===== config.mk =====
export PLATFORM = sky130hd
export DESIGN_NAME = noc_output_arbiter
export DESIGN_NICKNAME = d
export VERILOG_FILES = /design/src/rtl/noc_pkg.sv /design/src/rtl/noc_rr_arbiter.sv /design/src/rtl/noc_output_arbiter.sv
export SDC_FILE = /design/constraint.sdc
export NUM_CORES = 1
export LEC_CHECK = 0
export BUFFER_PORTS_ARGS = -buffer_cell sky130_fd_sc_hd__buf_2
export CELL_PAD_IN_SITES_DETAIL_PLACEMENT = 1
export CELL_PAD_IN_SITES_GLOBAL_PLACEMENT = 1
export CORE_MARGIN = 10
export CORE_UTILIZATION = 37
export DETAILED_ROUTE_END_ITERATION = 10
export PLACE_DENSITY = 0.88
export SLEW_MARGIN = 40
export SYNTH_ARGS = -nofsm -noshare
export SYNTH_HDL_FRONTEND = slang
export SYNTH_HIERARCHICAL = 1
export SYNTH_SLANG_ARGS = --single-unit

===== constraint.sdc =====
create_clock -name clk -period 8.6 [get_ports clk]
set_clock_uncertainty 0.1 [all_clocks]
set_input_delay 0.43 -clock clk [delete_from_list [all_inputs] [get_ports clk]]
set_output_delay 0.43 -clock clk [all_outputs]
set_load 0.03 [all_outputs]

===== src/rtl/noc_pkg.sv =====
// Shared flit types, header field layout and arbiter state encoding for the
// NOC router output side.
package noc_pkg;

   typedef logic [15:0] flit_t;

   localparam int unsigned LEN_LSB = 0;
   localparam int unsigned LEN_W   = 4;

   typedef enum logic {
      ARB_IDLE,
      ARB_BODY
   } arb_state_t;

endpackage


===== src/rtl/noc_rr_arbiter.sv =====
// Combinational round-robin picker: first requester at or above ptr, wrapping
// N-1 -> 0. Returns the winner one-hot and encoded.
module noc_rr_arbiter #(
   parameter int unsigned N  = 5,
   parameter int unsigned IW = (N > 1) ? $clog2(N) : 1
) (
   input  logic [N-1:0]  req,
   input  logic [IW-1:0] ptr,
   output logic [N-1:0]  gnt,
   output logic [IW-1:0] idx,
   output logic          any
);

   logic [IW-1:0] pi;

   always_comb begin
      gnt = '0;
      idx = '0;
      any = 1'b0;
      pi  = '0;
      for (int unsigned off = 0; off < N; off++) begin
         pi = IW'((32'(ptr) + off) % N);
         if (!any && req[pi]) begin
            any     = 1'b1;
            gnt[pi] = 1'b1;
            idx     = pi;
         end
      end
   end

endmodule


===== src/rtl/noc_output_arbiter.sv =====
// Per-output wormhole switch allocator with round-robin header arbitration and
// downstream credit tracking. Define NOC_ARB_STATS_EN for packet/stall counters.
module noc_output_arbiter
   import noc_pkg::*;
#(
   parameter int unsigned N       = 5,
   parameter int unsigned CREDITS = 5,
   parameter int unsigned W       = 16
) (
   input  logic           clk,
   input  logic           rst,
   input  logic [N-1:0]   req_i,
   input  logic [N-1:0]   valid_i,
   input  logic [N*W-1:0] data_i,
   output logic [N-1:0]   shift_o,
   output logic [W-1:0]   data_o,
   output logic           valid_o,
   input  logic           credit_i,
   output logic [N-1:0]   grant_o,
   output logic [15:0]    pkt_count_o,
   output logic [15:0]    stall_count_o
);

   localparam int unsigned IW = (N > 1) ? $clog2(N) : 1;
   localparam int unsigned CW = $clog2(CREDITS + 1);
   localparam logic [CW-1:0] CRED_MAX = CW'(CREDITS);
   localparam logic [IW-1:0] LAST_IDX = IW'(N - 1);

   arb_state_t       state, state_nxt;
   logic [IW-1:0]    ptr, owner, sel;
   logic [CW-1:0]    credits;
   logic [LEN_W-1:0] remaining, hdr_len;
   logic [N-1:0]     rr_gnt;
   logic [IW-1:0]    rr_idx;
   logic             rr_any;
   logic             send, last_flit, has_credit;
   logic [W-1:0]     flits [N];

   always_comb begin
      for (int unsigned i = 0; i < N; i++) flits[i] = data_i[i*W +: W];
   end

   // valid_i qualifies req_i so a stale header never wins an empty FIFO
   noc_rr_arbiter #(.N(N), .IW(IW)) u_rr (
      .req (req_i & valid_i),
      .ptr (ptr),
      .gnt (rr_gnt),
      .idx (rr_idx),
      .any (rr_any)
   );

   assign has_credit = (credits != '0);
   assign hdr_len    = flits[rr_idx][LEN_LSB +: LEN_W];

   always_comb begin
      state_nxt = state;
      shift_o   = '0;
      sel       = owner;
      last_flit = 1'b0;
      case (state)
         ARB_IDLE: begin
            if (rr_any && has_credit) begin
               shift_o   = rr_gnt;
               sel       = rr_idx;
               last_flit = (hdr_len == '0);
               if (!last_flit) state_nxt = ARB_BODY;
            end
         end
         ARB_BODY: begin
            if (valid_i[owner] && has_credit) begin
               shift_o[owner] = 1'b1;
               last_flit      = (remaining == LEN_W'(1));
               if (last_flit) state_nxt = ARB_IDLE;
            end
         end
         default: state_nxt = ARB_IDLE;
      endcase
   end

   assign send    = |shift_o;
   assign grant_o = (state == ARB_BODY) ? (N'(1) << owner) : '0;

   always_ff @(posedge clk) begin
      if (rst) begin
         state     <= ARB_IDLE;
         ptr       <= '0;
         owner     <= '0;
         credits   <= CRED_MAX;
         remaining <= '0;
         valid_o   <= 1'b0;
         data_o    <= '0;
      end else begin
         state   <= state_nxt;
         valid_o <= send;
         if (send) data_o <= flits[sel];
         if (send && !credit_i)
            credits <= credits - 1'b1;
         else if (credit_i && !send && credits != CRED_MAX)
            credits <= credits + 1'b1;
         if (state == ARB_IDLE && send) begin
            ptr       <= (rr_idx == LAST_IDX) ? '0 : rr_idx + 1'b1;
            owner     <= rr_idx;
            remaining <= hdr_len;
         end else if (state == ARB_BODY && send) begin
            remaining <= remaining - 1'b1;
         end
      end
   end

`ifdef NOC_ARB_STATS_EN
   logic [15:0] pkt_cnt, stall_cnt;

   always_ff @(posedge clk) begin
      if (rst) begin
         pkt_cnt   <= '0;
         stall_cnt <= '0;
      end else begin
         if (send && last_flit && pkt_cnt != '1) pkt_cnt <= pkt_cnt + 1'b1;
         if (state == ARB_BODY && valid_i[owner] && !has_credit && stall_cnt != '1)
            stall_cnt <= stall_cnt + 1'b1;
      end
   end

   assign pkt_count_o   = pkt_cnt;
   assign stall_count_o = stall_cnt;
`else
   assign pkt_count_o   = '0;
   assign stall_count_o = '0;
`endif

   a_shift_onehot: assert property (@(posedge clk) disable iff (rst) $onehot0(shift_o));
   a_shift_valid:  assert property (@(posedge clk) disable iff (rst) (shift_o & ~valid_i) == '0);
   a_send_credit:  assert property (@(posedge clk) disable iff (rst) !(send && !has_credit));
   a_credit_over:  assert property (@(posedge clk) disable iff (rst)
                                    !(credit_i && !send && credits == CRED_MAX));

endmodule

# Word level (Yosys, flattened, before mapping)
# Index checks and enable logic that the tools add are counted.
[word_totals]
output_inout_bits = 59
register_bits = 31
inputBits = 93
[classes]
n_lt_le_gt_ge = 14
muxes = 61
shifts = 1
div = 5
n_eq_ne = 3
n_addsub = 8
n_bitwise = 8
n_reduce_logical = 28
[op_table]
columns = ["operator", "n"]
rows = [
  ["$mod A32 B3 Y32 const B", 4],
  ["$bmux W16 S3", 2],
  ["$mux W5", 8],
  ["$mod A3 B3 Y32 const B", 1],
  ["$mux W16", 2],
  ["$mux W3", 10],
  ["$lt A3 B4 Y1 const B", 6],
  ["$mux W1", 21],
  ["$or A5 B5 Y5", 4],
  ["$bmux W1 S3", 6],
  ["$demux W1 S3", 6],
  ["$ge A3 B1 Y1 const B", 6],
  ["$logic_and A1 B1 Y1", 17],
  ["$mux W4", 4],
  ["$pmux W5 S2", 1],
  ["$add A3 B2 Y4 const B", 2],
  ["$ge A4 B4 Y1 const B", 2],
  ["$not A3 Y4", 2],
  ["$add A3 B1 Y3 const B", 2],
  ["$logic_not A1 Y1", 6],
  ["$and A5 B5 Y5", 1],
  ["$reduce_or A5 Y1", 1],
  ["$shl A1 B3 Y5 const A", 1],
  ["$add A3 B1 Y4 const B", 1],
  ["11 further kinds", 12],
]

# Depth between registers and ports, before layout
# Gate-level depths: netlist of the first run.
[logic_depth]
word_depth = 25
ltp_mapped = 29

# By module
# The synthesis of the first run kept the hierarchy.
[by_module_without_submodules]
columns = ["module", "area_each_um2", "n_inst", "seq_area_each_um2", "cells_each"]
rows = [
  ["noc_output_arbiter", 2857.7, 1, 620.6, 401],
  ["noc_rr_arbiter", 1825.5, 1, 0.0, 242],
]

# Least setup slack after synthesis of the first run
# No wires, ideal clock.
[synth_timing]
path_kind = "reg2reg"
from = "reg ptr[0]"
to = "reg credits[2]"
t_arrival_ns = 6.610
synth_period_minus_slack_ns = 6.834
path_slack_ns = 1.766
t_required_ns = 8.376
stages_incl_launch_ff = 27
path_buffers = 1
path_cell_list = "dfxtp_1 > buf_4 > inv_2 > ha_1 > inv_1 > ha_1 > inv_1 > ha_1 > o31a_2 > xnor2_1 > clkinv_2 > ha_1 > mux4_2 > nor2_1 > o32ai_1 > nand3_2 > nor3_2 > a221o_1 > a21oi_1 > a211oi_1 > and4b_1 > a21oi_1 > inv_1 > fa_1 > nor3b_1 > a22oi_2 > a2111o_1"
[synth_lines]
columns = ["element", "line_no", "text"]
rows = [
  ["start: declaration", "noc_output_arbiter.sv:30", "logic [IW-1:0] ptr, owner, sel;"],
  ["start signal: assignment", "noc_output_arbiter.sv:101", "ptr <= (rr_idx == LAST_IDX) ? '0 : rr_idx + 1'b1;"],
  ["branches (longest 15 deep; another with $mod A32 B3 Y32)", "n/a", ""],
  ["$mux W5 (*)", "noc_rr_arbiter.sv:23", "if (!any && req[pi]) begin"],
  ["named net rr_gnt[2]", "noc_output_arbiter.sv:33", "logic [N-1:0] rr_gnt;"],
  ["$mux W5 (*)", "noc_output_arbiter.sv:62", "if (rr_any && has_credit) begin"],
  ["$pmux W5 S2 (*)", "noc_output_arbiter.sv:60", "case (state)"],
  ["named net shift_o[2]", "noc_output_arbiter.sv:15", "output logic [N-1:0] shift_o,"],
  ["$reduce_or A5 Y1 (*)", "noc_output_arbiter.sv:80", "assign send = |shift_o;"],
  ["$logic_not A1 Y1", "noc_output_arbiter.sv:98", "else if (credit_i && !send && credits != CRED_MAX)"],
  ["$logic_and A1 B1 Y1 (2 in a row)", "noc_output_arbiter.sv:98", ""],
  ["$reduce_bool A2 Y1 (no line)", "n/a", ""],
  ["end signal: assignment", "noc_output_arbiter.sv:97", "credits <= credits - 1'b1;"],
  ["end signal: assignment", "noc_output_arbiter.sv:99", "credits <= credits + 1'b1;"],
  ["end: declaration", "noc_output_arbiter.sv:31", "logic [CW-1:0] credits;"],
]
# Mark *: on every way through the listed nets, which the timed path passes. The select of a mux whose other input is x is not followed.
# A chain may end at the register's enable or synchronous reset.

# Final worst setup path of the first run
[layout_timing]
from = "reg ptr[1]"
to = "reg credits[2]"
[layout_lines]
columns = ["element", "line_no"]
rows = [
  ["branches (longest 15 deep; another with $mod A32 B3 Y32)", "n/a"],
  ["$mux W5 (*)", "noc_rr_arbiter.sv:23"],
  ["named net rr_gnt[2]", "noc_output_arbiter.sv:33"],
  ["$mux W5 (*)", "noc_output_arbiter.sv:62"],
  ["$pmux W5 S2 (*)", "noc_output_arbiter.sv:60"],
  ["$reduce_or A5 Y1 (*)", "noc_output_arbiter.sv:80"],
  ["$logic_not A1 Y1", "noc_output_arbiter.sv:98"],
  ["$logic_and A1 B1 Y1 (2 in a row)", "noc_output_arbiter.sv:98"],
  ["$reduce_bool A2 Y1 (no line)", "n/a"],
]
# Marks and branches as above.

==> flow_metrics.env, run 1 <==
export IMPL_worstHoldEndpoint="data_o[2]$_SDFFE_PP0N_"
export IMPL_grt_antenna_before_repair=3
export IMPL_crit_path_max_incr_delay_ps=460
export IMPL_number_of_enable_flip_flop_cells_after_synthesis=0
export IMPL_synth_cell_type_count=93
export IMPL_dp_worst_setup_slack_ps=1651
export IMPL_grt_setup_unrepaired="no"
export IMPL_drt_iter0_drc=414
export IMPL_worst_ep_required_time_ps=8660
export IMPL_gp_congestion=0.8560
export IMPL_vias_per_cell=5.752
export IMPL_grt_start_max_net_pins=34
export IMPL_clkTransAtPathRegs_ps=60
export IMPL_core_area_um2=12520
export IMPL_synth_cell_area_um2=4683
export IMPL_async_reset_ff_share_pct=0
export IMPL_critPathMaxFanout=11
export IMPL_finalWirelength_um=17910
export IMPL_cts_inserted_buffers=5
export IMPL_cp_arrival_ps=7160
export IMPL_clkSinkCount=31
export IMPL_final_layout_size_suffix_gt1_share_pct=25.41
export IMPL_critical_path_slowest_cell="sky130_fd_sc_hd__o32ai_1"
export IMPL_timing_final_crit_period_ps=7102
export IMPL_drc=0
export IMPL_cap_viol_max_count=0
export IMPL_timing_max_transition_violations_final=0
export IMPL_routed_top_layer="met4"
export IMPL_met2_wirelength_um=8972
export IMPL_placementRows=41
export IMPL_syn2layout_area_growth_pct=15.60
export IMPL_tritoncts="yes"
export IMPL_worst_slew_pin_slew_ps=792.5
export IMPL_timing_hold_worst_start="data_o[2]$_SDFFE_PP0N_"
export IMPL_report_final_setup_viol=0
export IMPL_clock_root_buffer="sky130_fd_sc_hd__clkbuf_16"
export IMPL_setup_ws_ps=1498
export IMPL_worstReg2RegStart="ptr[1]$_SDFFE_PP0P_"
export IMPL_met1Wirelength_um=7255
export IMPL_yosys_most_used_dff="sky130_fd_sc_hd__dfxtp_1"
export IMPL_r2r_end="credits[2]$_SDFFE_PP1P_"
export IMPL_antenna_left=0
export IMPL_chipWidth_um=132.5
export IMPL_yosys_warnings=6
export IMPL_met3_wirelength_um=1405
export IMPL_grt_total_usage_pct=19.26
export IMPL_reg2regPathDepth=26
export IMPL_cts_hold_buffers_added=0
export IMPL_floorplan_die_area_um2=17560
export IMPL_routed_via_count=5240
export IMPL_setup_tns_final_ps=0
export IMPL_gr_total_overflow=0
export IMPL_finish_utilization_pct=43.25
export IMPL_die_y_um=132.5
export IMPL_maxClockFrequency_ghz=0.1408
export IMPL_hold_ws_ps=391.8
export IMPL_crit_path_start_kind="register"
export IMPL_final_period_utilization_pct=82.58
export IMPL_drt_pass1_iterations=4
export IMPL_final_hold_viol_count=0
export IMPL_critPathBufInv=5
export IMPL_ys_seq_area_share_pct=13.25
export IMPL_nNetsFinal=854
export IMPL_outcome="complete, no violations"
export IMPL_clock_latency_at_the_later_pin_of_the_worst_skew_pair_ps=280
export IMPL_worst_min_delay_path_category="register to register"
export IMPL_grt_pass1_wl_um=28790
export IMPL_synth_avg_cell_area_um2=7.283
export IMPL_io_pins=152
export IMPL_avgRoutedWirePerCell_um=19.66
export IMPL_hpwl_um=13640
export IMPL_post_cts_buffers=0
export IMPL_hold_path_cell_count=2
export IMPL_worst_path_dominant_cell_family="compound AO/OA/AOI/OAI gates"
export IMPL_synth_cells=643
export IMPL_clock_tree_buffer_depth=2
export IMPL_rrSetupSlack_ps=1500
export IMPL_post_cts_resized_instances=0
export IMPL_ys_ff_latch=31
export IMPL_placement_io_buffers=119
export IMPL_htreeDepth=2
export IMPL_critPathKind="register to register"
export IMPL_first_global_vias=5569
export IMPL_max_slew_margin_rel_pct=47.10
export IMPL_initial_core_util_pct=37.42
export IMPL_type_of_destination_of_the_critical_path="register"
==> stage by stage <==
stage / instances / area (um^2)
finish: 911 / 5414
detailed placement: 900 / 5230
floorplan: 674 / 4800
global placement: 900 / 5228
CTS: 908 / 5404
global route: 910 / 5411
==> synth_stat cells, drive strengths merged, types with 5 or more instances <==
library cell	number	area share, %
a211o	5	0.94
a21oi	59	6.5
a22oi	9	2.1
and2	12	1.7
and3	5	0.77
buf	49	7.6
clkbuf	24	1.9
dfxtp	31	13
ha	25	6.7
inv	24	1.9
mux2	9	2.2
mux2i	19	4.1
nand2	30	2.4
nand2b	9	1.2
nand3	43	4.7
nor2	52	4.4
nor2b	24	3.2
nor3	25	3.0
nor4	20	2.7
o211ai	5	0.91
o21ai	50	5.6
o2bb2ai	5	0.94
o31a	5	1.0
xnor2	13	2.4
==> worst min-delay path: stages, from the launching register on <==
cell and delay [ps]:
sky130_fd_sc_hd__dfxtp_1 300, sky130_fd_sc_hd__nor2_1 100, sky130_fd_sc_hd__nor3_1 50
==> flip-flops by register name (all words and copies together), names as in the netlist <==
signal	flops
valid_o	1
remaining	4
credits	3
owner	3
state	1
ptr	3
data_o	16
==> logic make-up after synthesis <==
logic type	synth area share [%]
buffers and inverters	11.57
DFF	13.25
and+or+nand+nor	29.76
AOI/OAI and AO/OA	28.19
other	0.08007
adders and majority gates	7.107
xor gates and xnor gates	3.340
muxes	6.706
==> final cells by class <==
| type | instances | area [um^2] |
|---|---|---|
| antenna | 3 | 7.507 |
| inverter | 25 | 95.09 |
| clock inverter | 2 | 35.03 |
| timing repair buffer | 127 | 655.6 |
| sequential | 31 | 620.6 |
| fill | 1694 | 7103 |
| clock buffer | 6 | 138.9 |
| multi-input combinational | 545 | 3646 |
| tap | 172 | 215.2 |
==> cell usage in the layout, fill, tap and decap left out, drive strengths merged, types with 4 or more instances in the layout <==
master	instances
a211o	5
o31ai	4
o221ai	4
ha	25
xor2	4
and2	12
nor3	25
o22ai	4
o31a	5
dfxtp	31
nor2	52
conb	32
buf	127
a211oi	4
a22oi	9
nor2b	24
xnor2	13
mux2	9
a21o	4
nor4	20
nor4b	4
mux2i	19
o21ai	50
o211ai	5
nand4	4
o2bb2ai	5
clkbuf	6
nand2b	9
nand2	30
and3	5
inv	24
a21oi	59
nand3	43
==> metal layers <==
layer  global-route usage [%]  vias to the layer above
li1                         -                     2504
met1                    22.55                     2541
met2                    33.73                      178
met3                    5.715                       17
met4                    4.279                        0
met5                        0                        -
==> worst max path at each step <==
stage | startpoint | endpoint | slack [ps] | depth (start not counted)
detailed placement | ptr[1]$_SDFFE_PP0P_ | credits[2]$_SDFFE_PP1P_ | 1650 | 26
floorplan | ptr[0]$_SDFFE_PP0P_ | credits[2]$_SDFFE_PP1P_ | 1770 | 26
CTS | ptr[1]$_SDFFE_PP0P_ | credits[2]$_SDFFE_PP1P_ | 1620 | 25
finish | ptr[1]$_SDFFE_PP0P_ | credits[2]$_SDFFE_PP1P_ | 1500 | 26
global placement | ptr[1]$_SDFFE_PP0P_ | credits[2]$_SDFFE_PP1P_ | 1990 | 26
global route | ptr[1]$_SDFFE_PP0P_ | credits[2]$_SDFFE_PP1P_ | 1040 | 25
Power of run 1 is left out: the tool's default activity adds up to more than one toggle a clock period on the data nets, which glitch-free logic cannot reach.
==> run 2, diff against run 1 <==
==> constraint.sdc (replaced) <==
create_clock -name clk -period 7.1 [get_ports clk]
set_clock_uncertainty 0.1 [all_clocks]
set_input_delay 0.355 -clock clk [delete_from_list [all_inputs] [get_ports clk]]
set_output_delay 0.355 -clock clk [all_outputs]
set_load 0.03 [all_outputs]
==> run 2 against run 1 <==
Net effect: global-route usage down 0.074 points; maximum frequency up 8.0%; sequential share of layout area down 0.14 points; clock-buffer cell count up 1; first-iteration DRC count up 2.9%; sequential cell count unchanged; die area unchanged; worst setup slack worse by 970 ps; critical endpoint unchanged.
==> flow_metrics.env, run 2 (same netlist as run 1, synthesis figures left out) <==
export IMPL_registers_top_by_ff_count="data_o"
export IMPL_nNetsFinal=865
export IMPL_largest_register_ffs=16
export IMPL_placementRows=41
export IMPL_syn2layout_area_growth_pct=17.02
export IMPL_drt_pass1_iterations=5
export IMPL_first_global_vias=5634
export IMPL_maxClockFrequency_ghz=0.1521
export IMPL_grt_pass1_wl_um=28700
export IMPL_avgRoutedWirePerCell_um=19.32
export IMPL_critical_path_slowest_cell="sky130_fd_sc_hd__nor2b_1"
export IMPL_clkTransAtPathRegs_ps=50
export IMPL_io_pins=152
export IMPL_drc=0
export IMPL_gr_total_overflow=0
export IMPL_cp_arrival_ps=6640
export IMPL_htreeDepth=2
export IMPL_critPathMaxFanout=11
export IMPL_report_final_setup_viol=0
export IMPL_setup_tns_final_ps=0
export IMPL_grt_start_max_net_pins=34
export IMPL_cap_viol_max_count=0
export IMPL_gp_congestion=0.9428
export IMPL_core_area_um2=12520
export IMPL_layout_commonest_cell="sky130_fd_sc_hd__buf_2"
export IMPL_final_layout_size_suffix_gt1_share_pct=26.64
export IMPL_hpwl_um=13900
export IMPL_setup_ws_ps=524.5
export IMPL_tritoncts="yes"
export IMPL_cts_hold_buffers_added=0
export IMPL_clock_root_buffer="sky130_fd_sc_hd__clkbuf_16"
export IMPL_chipWidth_um=132.5
export IMPL_clock_tree_buffer_depth=2
export IMPL_crit_path_max_incr_delay_ps=610
export IMPL_initial_core_util_pct=37.42
export IMPL_vias_per_cell=5.746
export IMPL_max_slew_margin_rel_pct=48.24
export IMPL_worst_slew_pin_slew_ps=775.4
export IMPL_placement_io_buffers=119
export IMPL_dp_worst_setup_slack_ps=103.7
export IMPL_crit_path_start_kind="register"
export IMPL_worst_min_delay_path_category="input pin to register"
export IMPL_routed_via_count=5281
export IMPL_grt_total_usage_pct=19.19
export IMPL_timing_max_transition_violations_final=0
export IMPL_clock_latency_at_the_later_pin_of_the_worst_skew_pair_ps=280
export IMPL_clkSinkCount=31
export IMPL_die_y_um=132.5
export IMPL_worst_path_dominant_cell_family="compound AO/OA/AOI/OAI gates"
export IMPL_worst_ep_required_time_ps=7160
export IMPL_outcome="complete, no violations"
export IMPL_grt_antenna_before_repair=0
export IMPL_final_hold_viol_count=0
export IMPL_drt_iter0_drc=426
export IMPL_antenna_left=0
export IMPL_largestRegisters="data_o (16), remaining (4)"
export IMPL_critPathKind="register to register"
export IMPL_cts_inserted_buffers=5
export IMPL_floorplan_die_area_um2=17560
export IMPL_timing_final_crit_period_ps=6576
export IMPL_final_period_utilization_pct=92.61
export IMPL_finalWirelength_um=17760
export IMPL_grt_setup_unrepaired="no"
export IMPL_n_antenna_cell=0
export IMPL_type_of_destination_of_the_critical_path="register"
export IMPL_critPathBufInv=5
export IMPL_layout_cells_most_common_list="119 x sky130_fd_sc_hd__buf_2, 55 x sky130_fd_sc_hd__a21oi_1, 49 x sky130_fd_sc_hd__nor2_1"
-- run 2: cell count changes in the layout (fill, tap and decap cells not counted), sizes merged --
cell	change
clkbuf	+1
diode	-3
buf	+11
bufinv	-1
-- run 2: metal layers --
layer,up-vias,global-route usage [%],wire length (um)
met5,-,0,0
met4,0,5.318,280
met2,216,32.62,8538
li1,2502,-,-
met3,17,5.905,1468
met1,2546,22.74,7469
-- run 2: final cells by class --
type	instances	area [um^2]
flip-flops and latches	31	620.6
fillers	1667	7037
repair buffers	138	738.2
clock buffers	7	132.6
multi-input cells	545	3674
inverters	25	95.09
clock inverters	1	5.005
well taps	172	215.2
-- run 2: stage by stage --
stage | cell area, um^2 | util [%] | instances | hold WS, ps
floorplan | 4800 | - | 674 | 366.3
global placement | 5303 | 42.36 | 910 | 378.5
detailed placement | 5310 | 42.42 | 910 | 381.9
CTS | 5448 | 43.52 | 918 | 385.9
global route | 5480 | 43.78 | 919 | 417.0
finish | 5480 | 43.78 | 919 | 392.2
-- run 2: final timing paths --
path	end	startpoint	cells past startpoint	slack (ps)
worst max-delay path	credits[2]$_SDFFE_PP1P_	ptr[1]$_SDFFE_PP0P_	25	520
worst min register to register	data_o[7]$_SDFFE_PP0N_	data_o[7]$_SDFFE_PP0N_	2	390
worst max register to register	credits[2]$_SDFFE_PP1P_	ptr[1]$_SDFFE_PP0P_	25	520
worst min-delay path	credits[1]$_SDFFE_PP0P_	credit_i	3	390
-- run 2: what timing repair did --
item	CTS	global route
resized for setup	0	6
buffers inserted	0	1
endpoints found under the setup margin	0	16
-- run 2: worst register-to-register path, stage by stage, from the launching register on --
cell and delay (ps):
sky130_fd_sc_hd__dfxtp_1 430, sky130_fd_sc_hd__inv_2 200, sky130_fd_sc_hd__ha_2 300, sky130_fd_sc_hd__inv_1 110
sky130_fd_sc_hd__ha_1 390, sky130_fd_sc_hd__inv_1 90, sky130_fd_sc_hd__ha_1 230, sky130_fd_sc_hd__o31a_2 310
sky130_fd_sc_hd__xnor2_2 210, sky130_fd_sc_hd__clkinv_2 140, sky130_fd_sc_hd__ha_1 200, sky130_fd_sc_hd__nand2b_1 170
sky130_fd_sc_hd__a22oi_4 280, sky130_fd_sc_hd__nor2_1 130, sky130_fd_sc_hd__o32ai_2 330, sky130_fd_sc_hd__nor2_1 70
sky130_fd_sc_hd__nand3_1 110, sky130_fd_sc_hd__nor2b_1 610, sky130_fd_sc_hd__o211ai_1 180, sky130_fd_sc_hd__and4b_1 300
sky130_fd_sc_hd__a21oi_1 270, sky130_fd_sc_hd__inv_1 90, sky130_fd_sc_hd__fa_1 430, sky130_fd_sc_hd__nor3b_1 290
sky130_fd_sc_hd__a22oi_2 80, sky130_fd_sc_hd__a2111o_1 410
Power of run 2 is left out for the same reason.
